**src/rtl/note_sequencer.sv**
```systemverilog
`timescale 1ns/1ps
// Purpose: plays a song from sync-read pattern memory and drives one square channel's note interface.
// Latency: start in cycle N -> rom_addr valid N+1, word captured end of N+2, note_rst/outputs in N+3.
// Backpressure: none; the channel is a pure consumer, timing is set by the note_clk tick divider.
//
// Ports:
//   clk50mhz, rst        system clock, synchronous active-high reset
//   start, stop          begin playback at start_addr (ignored while busy) / abort playback
//   start_addr           first event address
//   rom_addr, rom_data   registered pattern memory address, 24-bit event word (valid one cycle later)
//   busy, done           playback in progress, 1-cycle pulse on END
//   note_clk, note_rst   tick clock to channel (period 2*TICK_DIV), 1-cycle note trigger
//   note_in .. fx_optB   channel note/envelope/effect controls, held until the next NOTE or rst
//
// Event word: op[23:22] 00=NOTE 01=REST 10=LOOP 11=END.
//   NOTE: note[21:16] len[15:13] atk[12:11] dec[10:9] fx[8:7] A[6:5] B[4:3] dur[2:0]
//   REST: dur[2:0].  LOOP: target[ADDR_W-1:0] (ADDR_W <= 22).  END: no fields.
module note_sequencer #(
  parameter int ADDR_W   = 8,
  parameter int TICK_DIV = 390625
) (
  input  logic              clk50mhz,
  input  logic              rst,
  input  logic              start,
  input  logic              stop,
  input  logic [ADDR_W-1:0] start_addr,
  output logic [ADDR_W-1:0] rom_addr,
  input  logic [23:0]       rom_data,
  output logic              busy,
  output logic              done,
  output logic              note_clk,
  output logic              note_rst,
  output logic [5:0]        note_in,
  output logic [2:0]        note_length,
  output logic [1:0]        env_atk,
  output logic [1:0]        env_dec,
  output logic [1:0]        fx_sel,
  output logic [1:0]        fx_optA,
  output logic [1:0]        fx_optB
);

  localparam int PERIOD = 2 * TICK_DIV;
  localparam int DIV_W  = $clog2(PERIOD);

  // Divider phases within one note_clk period (count 0 is the cycle after a tick).
  localparam logic [DIV_W-1:0] DIV_TOP  = DIV_W'(PERIOD - 1);   // tick: note_clk 0->1
  localparam logic [DIV_W-1:0] DIV_FALL = DIV_W'(TICK_DIV - 1); // note_clk 1->0
  localparam logic [DIV_W-1:0] DIV_LOAD = DIV_W'(1);            // register channel outputs
  localparam logic [DIV_W-1:0] DIV_GO   = DIV_W'(2);            // note_rst visible, enter PLAY

  localparam logic [1:0] OP_NOTE = 2'b00;
  localparam logic [1:0] OP_REST = 2'b01;
  localparam logic [1:0] OP_LOOP = 2'b10;

  typedef enum logic [2:0] {
    S_IDLE,
    S_FETCH,
    S_LATCH,
    S_EXEC,
    S_PLAY
  } state_t;

  state_t           state;
  logic [DIV_W-1:0] div_cnt;
  logic [2:0]       dcnt;
  logic [23:0]      ev_q;

  logic             tick;
  logic             load_slot;
  logic [1:0]       cur_op;
  logic [18:0]      cur_fields;

  assign tick = busy && (div_cnt == DIV_TOP);

  // Outputs are committed on a fixed divider phase so every note_rst lands exactly
  // three cycles after a tick (or after start). In the normal path the word is
  // still on rom_data when that phase comes round; after a LOOP the extra fetch
  // pushes it into EXEC, where the latched copy waits for the next period.
  assign load_slot  = (div_cnt == DIV_LOAD) && !stop &&
                      ((state == S_LATCH) || (state == S_EXEC));
  assign cur_op     = (state == S_LATCH) ? rom_data[23:22] : ev_q[23:22];
  assign cur_fields = (state == S_LATCH) ? rom_data[21:3]  : ev_q[21:3];

  always_ff @(posedge clk50mhz) begin
    if (rst) begin
      state       <= S_IDLE;
      div_cnt     <= '0;
      dcnt        <= '0;
      ev_q        <= '0;
      rom_addr    <= '0;
      busy        <= 1'b0;
      done        <= 1'b0;
      note_clk    <= 1'b0;
      note_rst    <= 1'b0;
      note_in     <= '0;
      note_length <= '0;
      env_atk     <= '0;
      env_dec     <= '0;
      fx_sel      <= '0;
      fx_optA     <= '0;
      fx_optB     <= '0;
    end else begin
      note_rst <= 1'b0;
      done     <= 1'b0;

      // Free-running while busy. note_clk is forced low at start, so the first
      // rising edge comes one full period later; that gives the first event the
      // same tick budget as every later one.
      if (busy) begin
        if (div_cnt == DIV_TOP) begin
          div_cnt  <= '0;
          note_clk <= 1'b1;
        end else begin
          div_cnt <= div_cnt + DIV_W'(1);
          if (div_cnt == DIV_FALL) begin
            note_clk <= 1'b0;
          end
        end
      end

      if (load_slot && (cur_op == OP_NOTE)) begin
        note_in     <= cur_fields[18:13];
        note_length <= cur_fields[12:10];
        env_atk     <= cur_fields[9:8];
        env_dec     <= cur_fields[7:6];
        fx_sel      <= cur_fields[5:4];
        fx_optA     <= cur_fields[3:2];
        fx_optB     <= cur_fields[1:0];
        note_rst    <= 1'b1;
      end

      case (state)
        S_IDLE: begin
          if (start && !stop) begin
            rom_addr <= start_addr;
            div_cnt  <= '0;
            note_clk <= 1'b0;
            busy     <= 1'b1;
            state    <= S_FETCH;
          end
        end
        S_FETCH: state <= S_LATCH;
        S_LATCH: begin
          ev_q  <= rom_data;
          state <= S_EXEC;
        end
        S_EXEC: begin
          case (ev_q[23:22])
            OP_NOTE, OP_REST: begin
              if (div_cnt == DIV_GO) begin
                dcnt  <= ev_q[2:0];
                state <= S_PLAY;
              end
            end
            OP_LOOP: begin
              rom_addr <= ev_q[ADDR_W-1:0];
              state    <= S_FETCH;
            end
            default: begin
              busy  <= 1'b0;
              done  <= 1'b1;
              state <= S_IDLE;
            end
          endcase
        end
        S_PLAY: begin
          if (tick) begin
            if (dcnt == 3'd0) begin
              rom_addr <= rom_addr + ADDR_W'(1);
              state    <= S_FETCH;
            end else begin
              dcnt <= dcnt - 3'd1;
            end
          end
        end
        default: state <= S_IDLE;
      endcase

      // Abort wins over everything above, including a same-cycle start.
      if (stop) begin
        state    <= S_IDLE;
        busy     <= 1'b0;
        done     <= 1'b0;
        note_rst <= 1'b0;
        note_clk <= 1'b0;
      end
    end
  end

endmodule

```
**config.mk**
```make
export PLATFORM = sky130hd
export DESIGN_NAME = note_sequencer
export DESIGN_NICKNAME = d
export VERILOG_FILES = /design/src/rtl/note_sequencer.sv
export SDC_FILE = /design/constraint.sdc
export NUM_CORES = 1
export LEC_CHECK = 0
export BUFFER_PORTS_ARGS = -buffer_cell sky130_fd_sc_hd__buf_4
export CAP_MARGIN = 0
export CORE_UTILIZATION = 50
export CTS_CLUSTER_DIAMETER = 80
export DETAILED_ROUTE_END_ITERATION = 10
export HOLD_SLACK_MARGIN = 0.12
export PLACE_DENSITY = 0.75
export SLEW_MARGIN = 40
export SYNTH_ARGS = -nofsm -noshare
export SYNTH_HDL_FRONTEND = slang
export SYNTH_SLANG_ARGS = --single-unit
```
**constraint.sdc**
```tcl
create_clock -name clk50mhz -period 2.1 [get_ports clk50mhz]
set_input_delay 0.105 -clock clk50mhz [delete_from_list [all_inputs] [get_ports clk50mhz]]
set_output_delay 0.105 -clock clk50mhz [all_outputs]
set_load 0.1 [all_outputs]
```
# == Yosys cells after proc, flatten, opt, wreduce, memory -nomap -nowiden ==
# Cells that the tools add are included.
# word_totals
reg_bits,81
# classes
add_sub_neg,3
n_eq_ne,19
n_reduce_logical,22
mux,32
n_bitwise,1
# op_table
operator,count
$mux W20,4
$mux W8,4
$mux W3,8
$pmux W8 S3,1
$add A20 B1 Y20 const B,1
$eq A20 B1 Y1 const B,1
$eq A20 B19 Y1 const B,1
$eq A20 B2 Y1 const B,1
$eq A20 B20 Y1 const B,1
$mux W19,1
$pmux W3 S5,1
$pmux W3 S2,2
$ne A2 B2 Y1 const B,5
$reduce_and A5 Y1,2
$mux W1,9
$add A8 B1 Y8 const B,1
$eq A3 B2 Y1 const B,2
$logic_not A3 Y1,2
$ne A2 B1 Y1 const B,3
$reduce_or A3 Y1,2
$logic_and A1 B1 Y1,5
$logic_not A2 Y1,2
$reduce_and A4 Y1,1
$reduce_bool A2 Y1,2
other kinds (14),15

# == Longest topological paths before layout ==
# Gate-level depths: netlist of run 1.
# logic_depth
depth_word,6
mapped_depth,8
depth_no_buf,7

# == Worst setup path before layout of run 1 ==
# Ideal clock, no wire load.
# synth_path
path_kind,flip-flop to flip-flop
startpoint,register busy
endpoint,register dcnt[1]
period_less_slack_ns,2.540
t_arrival_ns,2.473
path_slack_ns,-0.440
path_stages_with_launch,7
t_required_ns,2.033
setup_ns,0.067
cell_sequence,dfxtp_1 > buf_2 > nor4b_2 > nand4_2 > or3_4 > a221o_1 > a21oi_2
# synth_between
elab_chain_len,3
# synth_lines
element,line,source
start: declaration,29,"output logic busy,"
start signal: assignment,91,busy <= 1'b0;
start signal: assignment,138,busy <= 1'b1;
start signal: assignment,160,busy <= 1'b0;
$logic_and A1 B1 Y1,73,assign tick = busy && (div_cnt == DIV_TOP);
$ne A2 B2 Y1 (no line),--,
$reduce_and A5 Y1 (no line),--,
end signal: assignment,151,dcnt <= ev_q[2:0];
end signal: assignment,172,dcnt <= dcnt - 3'd1;
end: declaration,65,logic [2:0] dcnt;
# No other way between the ends.
# A chain may end at the register's enable or synchronous reset.

# == Worst setup path after layout of run 1 ==
# layout_path
startpoint,register div_cnt[14]
endpoint,register env_atk[0]
# layout_between
elab_chain_len,4
# layout_lines
element,line,source
start: declaration,64,logic [DIV_W-1:0] div_cnt;
start signal: assignment,114,div_cnt <= div_cnt + DIV_W'(1);
$eq A20 B1 Y1,79,assign load_slot = (div_cnt == DIV_LOAD) && !stop &&
$logic_and A1 B1 Y1 (2 in a row),79,
$logic_and A1 B1 Y1,121,if (load_slot && (cur_op == OP_NOTE)) begin
end signal: assignment,124,env_atk <= cur_fields[9:8];
end: declaration,35,"output logic [1:0] env_atk,"
# No other way between the ends.

==> results.md, run 1 <==
- Worst Setup Path Type: reg -> reg
- Combinational power share: approximately 11%
- Die X: around 90 µm
- Mean Syn Cell Area: between 8 and 9 µm²
- Fmax: roughly 490 MHz
- Share of layout cells above drive strength 1: between 20% and 30%
- Crit path max-delay family: simple AND/OR/NAND/NOR gates
- RSZ-0062 raised after global routing: yes
- Setup WS pre-CTS: approximately 0.05 ns
- Worst Setup End Kind: flop
- Buffers from clock root to sink, at most: 2
- Largest stage delay, worst path: between 0.4 and 0.5 ns
- CP required: between 2 and 2.5 ns
- EDFF count, synth: 0
- Total wire length: between 9000 and 10000 µm
- Top cells by area, synth: dfxtp_1 42%, nand2_1 7.9%, mux2i_1 5.2%, nor2_1 5.2%, xor2_1 3.2%
- Worst slew pin tran: a little over 0.6 ns
- WP buf/inv: 1
- Area growth syn-to-layout: 28.72%
- Setup Viol. Count Final: 0
- Placed Area: between 4000 and 5000 µm²
- I/O pin cnt: between 60 and 70
- Switching Fraction: 28.88%
- Footprint of the multi-input gates: 2069 µm²
- Worst Slack Setup Final: ~0.057 ns
- Syn nets: 491
- Seq. cell area: around 1600 µm²
- Clk_skew: approximately 0.012 ns
- Slowest cell on crit path: nor4_1
- GRT overflow: 0
- Syn. warnings: 0
- Hold_ws: 0.1429 ns
- Synthesized instance count: 448
- Die ar.: 7996 µm²
- Post-route design area: 4918 µm²
- Sequential Power Share: between 50% and 60%
- Total CTS buffers: 9
- Clock share of power: 36.3%
- Period minus WS final: 2.043 ns
- CTS Sinks: 81
- Slew Limit Fails: 0
- CTS tree: built
- First-pass GRT wire length: 15220 µm
- Worst hold path type: in -> reg
- Max-Cap Viols: 0
- Initial antenna violation count: 0
- Synth Flop Type: dfxtp_1
- Detail Route Antenna Nets: 0
- Tot Pwr: between 3000 and 4000 µW
- # DRC: 0
- Top cells by count, synth: 81 x dfxtp_1, 80 x nand2_1, 53 x nor2_1
- Startpoint Class: flop
- Mapped cell area: roughly 3800 µm²
- Worst skew pair latency: 0.36 ns
- Filler Cell Count: ~600
- Final hold violation count: 0
- H-Tree Depth: 3
- Peak supply drop: between 400 and 500 µV
- Standard-cell row count: 31
- Violation count after the first detailed-route iteration: around 180
- Max FO, Critical Path: 17
- Post-DP HPWL: 6341 µm
- Largest net degree at the start of global routing: 60
- Cell Chain, Critical Path: nor4_1, nand4_1, nor3_2, buf_12, mux2i_1, nor2_1
- GRT Total Usage: 24.97%
- Slew headroom: approximately 59%
- Power per cell area: roughly 610 nW/µm²
- Final Cycle Share: between 90 and 100%
- Initial Util: ~52%
- Count leader, synth: dfxtp_1
- GPL Wtd Cong: 0.9146
- Vias in the first global route: 3254
- Clk root buf: clkbuf_8
- Router iterations before antenna repair: 4
- Port Buffers: 66
- CP arrival: approximately 2.3 ns
- Number of nets in the layout: about 580
- Distinct cells, synth: 56
- Clock transition at path regs: roughly 0.090 ns
- Seq cells post-synth: slightly above 80
- Die height: ~89 µm
- Via count: ~3.5k
- P_leak: between 0.0015 and 0.002 µW
- Reg2reg start: div_cnt[14]
- Register area share after synthesis: between 40% and 50%
- Ys async rst share: 0%
- Post-synth top area share: between 40% and 50%
- Worst setup startpoint: div_cnt[14]
- Hold_sp: start_addr[2]
- Core ar.: about 7300 µm²
- Status: completed
- # diodes: 0
- Vias per std cell: 5.376
- Avg WL per Cell: 14.64 µm
- Cell taking the most area after synthesis: dfxtp_1
- Reported net switching power: between 800 and 900 µW
- Pint: roughly 2100 µW
## worst reg2reg max path: cells and delay by family (launching register included)
kind | cells | cell delay (ns)
simple gates | 4 | 1.06
flops | 1 | 0.37
mux | 1 | 0.27
buf+inv | 1 | 0.21
## registers in the layout (all words and copies together) (netlist names), 3 cells and up
| register | cells |
|---|---|
| note_in | 6 |
| div_cnt | 20 |
| rom_addr | 8 |
| note_length | 3 |
| ev_q | 24 |
| dcnt | 3 |
| state | 3 |
## metal layers
| layer | global-route usage [%] | wire length [µm] | share of wire [%] | vias up |
|---|---|---|---|---|
| met5 | 0 | 0 | 0 | - |
| met4 | 9.668 | 164 | 1.7 | 0 |
| met3 | 5.540 | 588 | 6.2 | 13 |
| met2 | 39.49 | 4350 | 46 | 107 |
| met1 | 33.30 | 4326 | 46 | 1602 |
| li1 | - | - | - | 1740 |
## power groups by stage
stage          Sequential, µW  Combinational (µW)  Clock [µW]
3_3_place_gp             1620                 293           0
4_1_cts                  1580                 334        1110
5_1_grt                  1590                 356        1190
3_5_place_dp             1620                 294           0
2_1_floorplan            1710                95.6           0
6_report                 1580                 335        1090
## final cells by class
| type | instances | area share [%] |
|---|---|---|
| inverter | 7 | 0.5342 |
| sequential | 81 | 33.12 |
| timing repair buffer | 106 | 18.01 |
| tap | 99 | 2.518 |
| clock buffer | 9 | 2.518 |
| multi-input combinational | 335 | 42.08 |
| clock inverter | 7 | 1.221 |
## cells in the final DEF, fill, tap and decap left out, types with 3 or more instances in the layout
| cell type | instances |
|---|---|
| a211oi_1 | 3 |
| a21oi_1 | 16 |
| a311oi_1 | 5 |
| a31oi_1 | 5 |
| and3_1 | 5 |
| buf_4 | 78 |
| clkbuf_8 | 9 |
| dfxtp_1 | 77 |
| dfxtp_2 | 3 |
| dlygate4sd3_1 | 26 |
| ha_1 | 7 |
| inv_1 | 7 |
| inv_6 | 5 |
| mux2i_1 | 20 |
| nand2_1 | 80 |
| nand3_1 | 16 |
| nand4_1 | 11 |
| nor2_1 | 52 |
| nor2b_1 | 19 |
| nor3_1 | 14 |
| nor3b_1 | 3 |
| nor4_1 | 5 |
| o211ai_1 | 4 |
| or2_2 | 3 |
| xnor2_1 | 10 |
| xor2_1 | 14 |
## worst paths after layout
path	endpoint	slack (ns)	depth (start not counted)
min	rom_addr[2]	0.14	3
min reg2reg	ev_q[1]	0.48	2
max reg2reg	env_atk[0]	0.06	6
max	env_atk[0]	0.06	6
## kinds of logic (layout without fill, tap and decap cells)
| logic type | after synthesis | count (layout) | share of synthesized area, % |
|---|---|---|---|
| mux | 21 | 21 | 5.828 |
| compound gates | 50 | 50 | 9.430 |
| buf+inv | 32 | 129 | 3.962 |
| flops | 81 | 81 | 42.44 |
| fa+ha+maj | 7 | 7 | 2.292 |
| simple gates | 233 | 233 | 30.55 |
| xor+xnor | 24 | 24 | 5.501 |
## what timing repair did
item / 4_1_cts / 5_1_grt
endpoints found under the hold margin: 43 / 0
buffers inserted: 0 / 0
hold buffers: 26 / 0
gates resized for setup: 0 / 5
setup endpoints to repair: 0 / 25
## through the flow
step | cells | setup TNS [ns] | util [%]
after detailed placement | 602 | 0 | 60.80
after global routing | 644 | -0.01656 | 67.09
after floorplan | 448 | 0 | -
after global placement | 602 | 0 | 60.80
final | 644 | 0 | 67.09
after CTS | 644 | 0 | 66.85
Power figures use the tool's default switching activity.
==> run 2: changes to the inputs <==
Settings changed: ABC_AREA from default to 1, REMOVE_ABC_BUFFERS from default to 1.
==> run 2 against run 1 <==
Compared with the run above:
- via count is 15% higher
- global-route usage up 0.68 points
- flip-flop and latch count stayed put
- cell area is 4.4% higher
- cell count rose by 23%
- highest routed layer unchanged
- critical endpoint is now ev_q[14]
- core utilization up 2.6 points
- combinational power rose by 72%
- power up 9.3%
- non-clock buffer count up 15
- clock skew grew 0.00068 ns
- register-to-register slack gained 0.07 ns
==> results.md, run 2 <==
- Status: completed
- Router iterations before antenna repair: 4
- EDFF count, synth: 0
- Core ar.: 7370 µm²
- I/O pin cnt: 67
- Area growth syn-to-layout: 32.16%
- Most frequent cells in the layout: 140 x nor2_1, 134 x nand2_1, 81 x dfxtp_1
- Slew Limit Fails: 0
- Vias in the first global route: approximately 3.8k
- Worst skew pair latency: around 0.36 ns
- Final Cycle Share: between 90% and 100%
- Cell Chain, Critical Path: nor2_4, nand2_4, buf_4, mux2i_1, nor2_1, dlygate4sd3_1
- Share of layout cells above drive strength 1: ~14%
- Syn. warnings: 0
- Worst slew pin tran: 0.6329 ns
- Die height: 90.16 µm
- Mapped cell area: 3886 µm²
- Largest family of logic cells by synthesized area: simple AND/OR/NAND/NOR gates
- Largest stage delay, worst path: 0.56 ns
- Register area share after synthesis: a little over two fifths
- Post-DP HPWL: between 6000 and 7000 µm
- Post-synth top area share: between 40% and 50%
- Top cells by area, synth: dfxtp_1 42%, nor2_1 14%, nand2_1 13%, inv_1 5.5%, mux2i_1 3.9%
- GRT Total Usage: around a quarter
- Mean Syn Cell Area: about 6.8 µm²
- Compound-cell area share of the yosys netlist: between 7 and 8%
- Clk_skew: around 0.012 ns
- Clock transition at path regs: around 0.08 ns
- Setup WS pre-CTS: 0.3601 ns
- Post-synthesis xor/xnor area fraction: ~2.5%
- Slew headroom: 57.76%
- Via count: 3992
- Period minus WS final: slightly below 2 ns
- Top reg by flops: ev_q
- Max FO, Critical Path: 11
- Slowest cell on crit path: dlygate4sd3_1
- Synthesized instance count: ~570
- RSZ-0062 raised after global routing: no
- Startpoint Class: flop
- Max-Cap Viols: 0
- Ys async rst share: 0%
- Crit path max-delay family: buffers and inverters
- GRT overflow: 0
- Seq cells post-synth: about 80
- Die ar.: slightly above 8000 µm²
- CP arrival: roughly 2.2 ns
- R2R setup slack: roughly 0.12 ns
- Largest net degree at the start of global routing: 39
- Standard-cell row count: 31
- Cell taking the most area after synthesis: dfxtp_1
- # DRC: 0
- Fmax: 505.8 MHz
- Avg WL per Cell: 12.60 µm
- Tot Pwr: ~3300 µW
- Simple-gate share of the synthesized area: between 30% and 40%
- Setup Viol. Count Final: 0
- Adder and majority gate portion of the synthesized area: between 2 and 2.5%
- Synth Flop Type: dfxtp_1
- Die X: approximately 90 µm
- Violation count after the first detailed-route iteration: 222
- Most common cell after layout, fill and taps aside: nor2_1
- Clk root buf: clkbuf_8
- Worst Setup End Kind: flop
- Final hold violation count: 0
- Layout Utilization: 69.69%
- Worst hold path type: in -> reg
- # diodes: 0
- Distinct cells, synth: 30
- GPL Wtd Cong: roughly 0.90
- Post-synthesis mux area share: ~3.9%
- Total wire length: just under 10000 µm
- WP buf/inv: 2
- Biggest regs: ev_q x24, div_cnt x20, rom_addr x8
- First-pass GRT wire length: approximately 17000 µm
- Top cells by count, synth: 140 x nor2_1, 134 x nand2_1, 81 x dfxtp_1
- Max reg flops: 24
- Count leader, synth: nor2_1
- P_leak: between 0.002 and 0.0025 µW
- Peak supply drop: about 410 µV
- H-Tree Depth: 3
- Worst Slack Setup Final: approximately 0.12 ns
- Initial antenna violation count: 0
- Power per cell area: roughly 640 nW/µm²
- CTS tree: built
- Port Buffers: between 60 and 70
- Vias per std cell: between 5 and 6
- CP required: 2.35 ns
- Detail Route Antenna Nets: 0
- CTS Sinks: 81
- Worst Setup Path Type: reg -> reg
- Total CTS buffers: 9
- Number of nets in the layout: between 700 and 800
- Initial Util: a little over half
- Buffers from clock root to sink, at most: 2
run 2: worst register-to-register path, stage by stage, from the launching register on:
cell	delay [ns]
dfxtp_1	0.45
nor2_4	0.08
nand2_4	0.15
buf_4	0.25
mux2i_1	0.32
nor2_1	0.08
dlygate4sd3_1	0.56
run 2: power breakdown:
group          switching, µW  internal (µW)
Clock                    600            498
Sequential              38.1           1570
Combinational            369            207
run 2: cell type report:
type                       instances  area, µm²
timing repair buffer             121       1036
multi-input combinational        410       1933
sequential                        81       1622
tap                               99      123.9
clock buffer                      11      151.4
fill                             631       2233
clock inverter                     5      37.54
inverter                          62      232.7
run 2: repair_timing:
| item | in CTS | in global routing |
|---|---|---|
| endpoints found under the hold margin | 48 | 0 |
| hold buffers | 46 | 0 |
| endpoints found under the setup margin | 0 | 11 |
| resized for setup | 0 | 1 |
| buffers inserted | 0 | 0 |
run 2: cells by family (layout without fill, tap and decap cells):
group	Yosys count	after routing
simple gates	324	324
flops	81	81
fa+ha+maj	7	7
buf+inv	81	199
compound gates	53	53
xor+xnor	11	11
mux	15	15
run 2: metal layers:
metal	global-route usage, %	wire length, µm	share of wire [%]	vias to the layer above
met5	0	0	0	-
met3	5.330	592	6.0	26
li1	-	-	-	2012
met4	13.44	279	2.8	0
met1	31.11	4326	43	1826
met2	42.68	4747	48	128
run 2: stage by stage:
stage	setup TNS (ns)	std cells	hold slack, ns	instance area (µm²)
detailed placement	0	727	0.3663	4482
global route	0	789	0.1687	5136
finish	0	789	0.1279	5136
floorplan	-0.6469	553	0.1763	3782
global placement	0	727	0.3571	4482
CTS	0	789	0.1306	5131
run 2: path summary, 6_finish.rpt:
check,start,endpoint,cells past startpoint
worst min-delay path,start_addr[0],rom_addr[0],5
worst max-delay path,state[2],ev_q[14],6
worst min register to register,ev_q[0],ev_q[0],2
worst max register to register,state[2],ev_q[14],6
==> run 3: changes to the inputs <==
Settings changed: ABC_AREA 1 to default.
==> run 3 against run 2 <==
Compared with the run above:
- global-route usage shrank 1.6 points
- routed wire length shrank 6.5%
- cell area shrank 3.5%
- register-to-register slack gained 0.02 ns
- via count shrank 12%
- die area shrank 1.6%
- cell count shrank 18%
- hold slack gained 0.0099 ns
- clock skew shrank 0.0021 ns
- clock-buffer cell count shrank 1
- largest power group unchanged
==> results.md, run 3 (synthesis results as in run 1) <==
- Setup bufs post-CTS: 0
- Die ar.: between 7000 and 8000 µm²
- Largest net degree at the start of global routing: 32
- Clk root buf: clkbuf_8
- Violation count after the first detailed-route iteration: 164
- Avg WL per Cell: around 14 µm
- WP buf/inv: 0
- Slew headroom: between 50 and 60%
- Hold_sp: start_addr[0]
- Filler Cell Count: just under 600
- Worst skew pair latency: roughly 0.35 ns
- Status: completed
- Worst hold path type: in -> reg
- Peak supply drop: around 410 µV
- Cell Chain, Critical Path: nor4_4, nand4_2, o21a_1, or2_1, a311oi_1
- Vias in the first global route: approximately 3.3k
- CP required: 2.35 ns
- Crit path max-delay family: simple AND/OR/NAND/NOR gates
- Final hold violation count: 0
- Top reg by flops: ev_q
- Worst Slack Setup Final: 0.1411 ns
- Most frequent cells in the layout: 80 x nand2_1, 80 x dfxtp_1, 80 x buf_4
- Crit. path cell count: 5
- H-Tree Depth: 3
- GRT Total Usage: between 20% and 30%
- Power per cell area: 647.6 nW/µm²
- Tot Pwr: approximately 3200 µW
- CTS Sinks: 81
- Core ar.: roughly 7300 µm²
- Largest stage delay, worst path: between 0.3 and 0.4 ns
- Seq. cell area: approximately 1600 µm²
- Final Cycle Share: approximately 93%
- Detail Route Antenna Nets: 0
- Worst setup startpoint: div_cnt[10]
- Total wire length: ~9300 µm
- Via count: roughly 3.5k
- # DRC: 0
- Setup WS pre-CTS: between 0.1 and 0.15 ns
- Clock transition at path regs: around 0.080 ns
- Worst R2R End: state[0]
- Vias per std cell: ~5.4
- First-pass GRT wire length: roughly 15000 µm
- RSZ-0062 raised after global routing: no
- I/O pin cnt: 67
- Setup Viol. Count Final: 0
- Die X: between 80 and 90 µm
- Max reg flops: 24
- Biggest regs: ev_q x24, div_cnt x20, rom_addr x8
- Worst R2R Path Depth: 5
- Initial antenna violation count: 0
- Buffers from clock root to sink, at most: 2
- CTS tree: built
- GPL Wtd Cong: 0.9113
- # diodes: 0
- Number of nets in the layout: 585
- CP arrival: around 2.2 ns
- Footprint of the multi-input gates: around 2100 µm²
- Die height: approximately 89 µm
- Fmax: 510.5 MHz
- Max FO, Critical Path: 5
- Slowest cell on crit path: dfxtp_1
- Max-Cap Viols: 0
- R2R setup slack: between 0.1 and 0.15 ns
- Period minus WS final: about 2.0 ns
- P_leak: a little under 0.002 µW
- Share of layout cells above drive strength 1: 20.84%
- Port Buffers: 66
- Total CTS buffers: 9
- Area growth syn-to-layout: 29.67%
- Slew Limit Fails: 0
- Worst Setup Path Type: reg -> reg
- Standard-cell row count: 31
- Reg2reg start: div_cnt[10]
- Startpoint Class: flop
- Worst slew pin tran: ~0.6 ns
- GRT overflow: 0
- Crit path capture: state[0]
- Layout Utilization: 67.59%
- Hold_ws: about 0.14 ns
- Worst Setup End Kind: flop
- Clk_skew: about 0.010 ns
- Initial Util: approximately 52%
- Router iterations before antenna repair: 4
- Post-DP HPWL: a little over 6000 µm
## run 3: worst min-delay path, cell delays in order
cell and delay (ns):
buf_4 0.11, a31oi_1 0.13, a311oi_1 0.10
## run 3: how the worst min path moves through the flow
| stage | endpoint | slack, ns | cells after the start |
|---|---|---|---|
| floorplan | dcnt[1] | 0.17 | 1 |
| global placement | ev_q[0] | 0.35 | 3 |
| finish | rom_addr[0] | 0.14 | 3 |
| CTS | rom_addr[0] | 0.13 | 3 |
| global route | rom_addr[1] | 0.17 | 3 |
| detailed placement | ev_q[2] | 0.37 | 3 |
## run 3: metal layers
metal	track usage [%]	vias to the layer above	share of wire [%]
met2	40.46	86	48
li1	-	1742	-
met1	30.26	1649	46
met3	3.878	21	3.7
met5	0	-	0
met4	11.26	0	2.3
## run 3: layout make-up
type / count / share of cell area (%)
inverter: 7 / 0.5303
clock inverter: 6 / 1.843
sequential: 81 / 32.75
clock buffer: 10 / 2.778
timing repair buffer: 108 / 17.98
tap: 99 / 2.500
multi-input combinational: 335 / 41.62
## run 3: where the power goes
group | switching, µW | internal, µW | total, µW
Sequential | 25.9 | 1550 | 1580
Combinational | 204 | 135 | 339
Clock | 585 | 706 | 1290
## run 3: per-stage QoR
step           TNS (ns)  std cells  area, µm²
2_1_floorplan    -40.40        423       3696
3_3_place_gp          0        603       4446
3_5_place_dp          0        603       4446
4_1_cts               0        646       4945
5_1_grt               0        646       4955
6_report              0        646       4955
## run 3: what timing repair did
action | CTS | global route
hold buffers | 27 | 0
endpoints found under the hold margin | 43 | 0
resized for setup | 0 | 3
setup endpoints to repair | 0 | 13
